## src/rtl/serial_adder_pkg.sv

```systemverilog
// serial_adder_pkg: shared FSM state type and default width for bit_serial_adder
package serial_adder_pkg;
  typedef enum logic [1:0] {IDLE, RUN, DONE} serial_adder_state_t;
  localparam int SERIAL_ADDER_DEFAULT_WIDTH = 8;
endpackage

```

## src/rtl/full_adder_using_half_adder.sv

```systemverilog
// full_adder_using_half_adder: one-bit full adder built from two half-adder stages
module full_adder_using_half_adder (
  input  logic a,
  input  logic b,
  input  logic c_in,
  output logic sum,
  output logic c_out
);
  logic s1, c1;
  assign s1    = a ^ b;
  assign c1    = a & b;
  assign sum   = s1 ^ c_in;
  assign c_out = c1 | (s1 & c_in);
endmodule

```

## src/rtl/bit_serial_adder.sv

```systemverilog
// bit_serial_adder: LSB-first serial adder, one bit per clock; SERIAL_ADDER_SUB_EN adds in_sub (a - b)
module bit_serial_adder
  import serial_adder_pkg::*;
#(
  parameter int WIDTH = SERIAL_ADDER_DEFAULT_WIDTH
) (
  input  logic             clk,
  input  logic             rst,
  input  logic             in_valid,
  output logic             in_ready,
  input  logic [WIDTH-1:0] in_a,
  input  logic [WIDTH-1:0] in_b,
  input  logic             in_c_in,
`ifdef SERIAL_ADDER_SUB_EN
  input  logic             in_sub,
`endif
  output logic             out_valid,
  input  logic             out_ready,
  output logic [WIDTH-1:0] out_sum,
  output logic             out_c_out,
  output logic             out_ovf
);
  localparam int CW = $clog2(WIDTH);
  serial_adder_state_t state_q, state_d;
  logic [CW-1:0]    cnt_q, cnt_d;
  logic [WIDTH-1:0] a_sr_q, a_sr_d, b_sr_q, b_sr_d, sum_sr_q, sum_sr_d;
  logic             carry_q, carry_d, c_msb_q, c_msb_d;
  logic             fa_s, fa_c, sub, last;
`ifdef SERIAL_ADDER_SUB_EN
  assign sub = in_sub;
`else
  assign sub = 1'b0;
`endif
  full_adder_using_half_adder u_fa (
    .a    (a_sr_q[0]),
    .b    (b_sr_q[0]),
    .c_in (carry_q),
    .sum  (fa_s),
    .c_out(fa_c)
  );
  assign last      = cnt_q == CW'(WIDTH - 1);
  assign in_ready  = state_q == IDLE;
  assign out_valid = state_q == DONE;
  assign out_sum   = sum_sr_q;
  assign out_c_out = carry_q;
  assign out_ovf   = c_msb_q ^ carry_q;
  // next-state: load on accept, shift one bit per RUN cycle, hold in DONE until drained
  always_comb begin
    state_d  = state_q;
    cnt_d    = cnt_q;
    a_sr_d   = a_sr_q;
    b_sr_d   = b_sr_q;
    sum_sr_d = sum_sr_q;
    carry_d  = carry_q;
    c_msb_d  = c_msb_q;
    case (state_q)
      IDLE: if (in_valid) begin
        a_sr_d  = in_a;
        b_sr_d  = sub ? ~in_b : in_b;
        carry_d = sub | in_c_in;
        cnt_d   = '0;
        state_d = RUN;
      end
      RUN: begin
        a_sr_d   = {1'b0, a_sr_q[WIDTH-1:1]};
        b_sr_d   = {1'b0, b_sr_q[WIDTH-1:1]};
        sum_sr_d = {fa_s, sum_sr_q[WIDTH-1:1]};
        carry_d  = fa_c;
        cnt_d    = last ? cnt_q : cnt_q + 1'b1;
        c_msb_d  = last ? carry_q : c_msb_q;
        state_d  = last ? DONE : RUN;
      end
      DONE: state_d = out_ready ? IDLE : DONE;
      default: state_d = IDLE;
    endcase
  end
  // state registers; reset overrides every transition
  always_ff @(posedge clk) begin
    if (rst) begin
      state_q  <= IDLE;
      cnt_q    <= '0;
      a_sr_q   <= '0;
      b_sr_q   <= '0;
      sum_sr_q <= '0;
      carry_q  <= 1'b0;
      c_msb_q  <= 1'b0;
    end else begin
      state_q  <= state_d;
      cnt_q    <= cnt_d;
      a_sr_q   <= a_sr_d;
      b_sr_q   <= b_sr_d;
      sum_sr_q <= sum_sr_d;
      carry_q  <= carry_d;
      c_msb_q  <= c_msb_d;
    end
  end
endmodule
```

## config.mk

```make
export PLATFORM = sky130hd
export DESIGN_NAME = bit_serial_adder
export DESIGN_NICKNAME = d
export VERILOG_FILES = /design/src/rtl/serial_adder_pkg.sv /design/src/rtl/full_adder_using_half_adder.sv /design/src/rtl/bit_serial_adder.sv
export SDC_FILE = /design/constraint.sdc
export NUM_CORES = 1
export LEC_CHECK = 0
export CAP_MARGIN = 10
export CORE_MARGIN = 5
export CORE_UTILIZATION = 48
export CTS_CLUSTER_DIAMETER = 30
export CTS_CLUSTER_SIZE = 20
export DETAILED_ROUTE_END_ITERATION = 8
export PLACE_DENSITY = 0.78
export SETUP_SLACK_MARGIN = 0.15
export SLEW_MARGIN = 20
export SYNTH_ARGS = -nofsm -noshare
export SYNTH_HDL_FRONTEND = slang
export SYNTH_SLANG_ARGS = --single-unit
```

## constraint.sdc

```tcl
create_clock -name clk -period 1.6 [get_ports clk]
set_clock_uncertainty 0.05 [all_clocks]
set_input_delay 0.16 -clock clk [delete_from_list [all_inputs] [get_ports clk]]
set_output_delay 0.16 -clock clk [all_outputs]
set_load 0.005 [all_outputs]
```

==> impl_results.md <==
- I/O pin count: 33
- Hold-critical path depth: 3
- Syn_nets: approximately 180
- Final Max Slew Viols: 0
- CP cell instances: and2b_1 -> dlygate4sd2_1
- Slew HR: 84.3%
- Row count: 19
- Comb pwr share: between 15 and 20%
- Flop pwr share: 55.8%
- Fin Setup TNS: 0 ns
- Cell variety after synth: 28
- Post-Synthesis Cells: 152
- Most frequent cells in the layout: clkdlybuf4s50_1, dfxtp_1, nand2_1
- Crit path to: out_valid
- FF+latch area: 637 µm²
- Core area: around 2800 µm²
- Root Driver: clkbuf_4
- Die width: roughly 64 µm
- Fmax: 718 MHz
- Sequential fraction of the synthesis area: between 40% and 50%
- Area growth syn-to-layout: 31.1%
- Pre-CTS WS: 0.166 ns
- Hold path startpoint: in_a[7]
- Vias: between 1k and 1.5k
- Static leakage: about 0.7 nW
- Top Usage Layer GRT: met2
- Total GRT Usage: between 10% and 20%
- Max-cap violation count: 0
- Chip height: ~64 µm
- Final hold vios: 0
- NumNets Final: 210
- Period utilization: about 87%
- WP data required: ~1.4 ns
- Critical Path Source Type: flip-flop
- Met2 Usage GRT: between 20% and 30%
- Cell count after placement: between 200 and 250
- Number of diodes: 0
- Die Area: just over 4000 µm²
- Worst skew pair latency: around 0.32 ns
- Via/cell ratio: ~5.4
- Post-DRT Antenna Nets: 0
- CP Depth: 2
- Critical path buffer and inverter count: 1
- Max stage delay on crit path: ~0.40 ns
- Sw Share: approximately a quarter
- RSZ-0062 raised after global routing: yes
- Area share of the largest cell type after synthesis: 44.6%
- Met1 Use GR: about 16%
- DRC Markers: 0
- Met3 Use GR: about 4.7%
- H-tree depth: 2
- Reg2Reg Capture Point: a_sr_q[5]
- Worst Setup SP: state_q[0]
- Post-Layout Cell Count: roughly 220
- Clk sinks: 31
- R2r setup slk: around 0.21 ns
- Initial antenna violation count: 0
- Overflow after GRT: 0
- Commonest non-fill, non-tap cell in the layout: clkdlybuf4s50_1
- Total power: 1.52 mW
- Syn Std Cell Area: roughly 1400 µm²
- Critical R2R Launch: state_q[1]
- Pre-Repair DR Iteration Count: 4
- # fillers: ~230
- Yosys reg bits: 31
- Iter 0 DRT Violations: 40
- Crit-path leading delay family: flip-flops
- Slew @ Worst Pin: between 0.2 and 0.25 ns
- Area of the multi-input gates: slightly below 700 µm²
- Hold Path Class: in -> reg
- Routed len/inst: about 13 µm
- Worst-path clk slew: roughly 0.09 ns
- Crit path kind: reg -> out
- Synth area leader: dfxtp_1
- Syn. warnings: 0
- Final setup fails: 0
- CP Capture Type: output pin
- Area contributors post-synth: dfxtp_1, mux2i_1, a211oi_1
- Pwr dens: 834 nW/µm²
- Post-layout util: between 60% and 70%
- Switching power: slightly below 400 µW
- Reg2Reg Depth: 5
- Largest net degree at the start of global routing: 32
- Synth Area per Inst: between 9 and 10 µm²
- Worst Path Arrival: between 1 and 1.5 ns
- Max clock buf depth: 2
- # port buffers: 32
- Max IR drop VDD: 0.770 mV
- Clock power frac: between 20 and 30%
- Global-route wire length before repair: roughly 4700 µm
- Number of global-route vias before repair: ~1.2k
- Post-route minimum period: between 1 and 1.5 ns
- DP Wirelength: 2060 µm
- Share of layout cells above drive strength 1: 15.0%
- Crit-path max FO: 11
- CTS tree: done
- CTS Buf Count: 5
- # hold bufs at CTS: 0
- Run status: completed
- Starting Density: between 50% and 60%
- RD Place Congestion: around 0.72
- Fin worst setup slack: ~0.21 ns
- WL final: 2840 µm
- Slowest CP cell: dfxtp_4
- Internal power: 1.13 mW
-- worst min-delay path by stage --
| stage | to | slack [ns] |
|---|---|---|
| after floorplan | a_sr_q[4] | 0.18 |
| after global placement | out_sum[0] | 0.40 |
| after detailed placement | c_msb_q | 0.41 |
| after CTS | a_sr_q[7] | 0.39 |
| after global routing | b_sr_q[7] | 0.41 |
| final | a_sr_q[7] | 0.40 |
-- metrics by stage --
stage	cell area (µm²)	hold slack, ns
global route	1820	0.413
detailed placement	1740	0.412
finish	1820	0.396
global placement	1740	0.399
CTS	1790	0.391
floorplan	1390	0.183
-- area by class of cell --
type	count	share of cell area (%)
multi-input combinational	107	37.8
sequential	31	34.9
timing repair buffer	40	22.2
clock buffer	7	2.47
tap	31	2.13
clock inverter	1	0.275
inverter	1	0.206
-- routing by layer --
layer  up-vias  part of all wire (%)
li1        600                     -
met1       555                    44
met4         0                   1.3
met5         -                     0
met2        26                    50
met3         5                   5.1
-- power by group through the flow --
stage                     sequential (mW)  clock (mW)  combinational, mW
final                               0.849       0.422              0.249
after global routing                0.856       0.467              0.273
after CTS                           0.849       0.429              0.245
after detailed placement            0.867           0              0.247
after global placement              0.865           0              0.236
after floorplan                     0.858           0              0.153
-- sequential cells by signal, indices dropped and copies added (netlist names) --
| signal | count |
|---|---|
| state_q | 2 |
| a_sr_q | 8 |
| out_c_out | 1 |
| out_sum | 8 |
| c_msb_q | 1 |
| cnt_q | 3 |
| b_sr_q | 8 |
-- logic make-up after synthesis --
| logic type | synth area share (%) |
|---|---|
| xor+xnor | 0.630 |
| fa+ha+maj | 3.24 |
| flops | 44.6 |
| mux | 11.5 |
| simple gates | 17.2 |
| buf+inv | 6.66 |
| compound gates | 16.1 |
-- synth_stat cells (all sizes together) --
cell type	number
dfxtp	31
nand2	20
nor2	18
mux2i	16
a211oi	15
a21oi	13
buf	7
clkbuf	6
nand3	5
a31oi	3
ha	2
nand4bb	2
o21ai	2
and2b	1
fa	1
inv	1
nand2b	1
nand3b	1
nor2b	1
nor3	1
nor4b	1
o21ba	1
o21bai	1
or2b	1
xor2	1
-- worst min-delay path, stage by stage --
cell and delay, ns:
clkdlybuf4s50_1 0.40, nand4bb_1 0.10, a21oi_1 0.06
-- repair_timing --
action	4_1_cts	5_1_grt
setup endpoints to repair	4	10
pin swaps	0	1
resized for setup	8	11
setup buffers	0	1
Note: power is estimated with default switching activity, not from simulation.
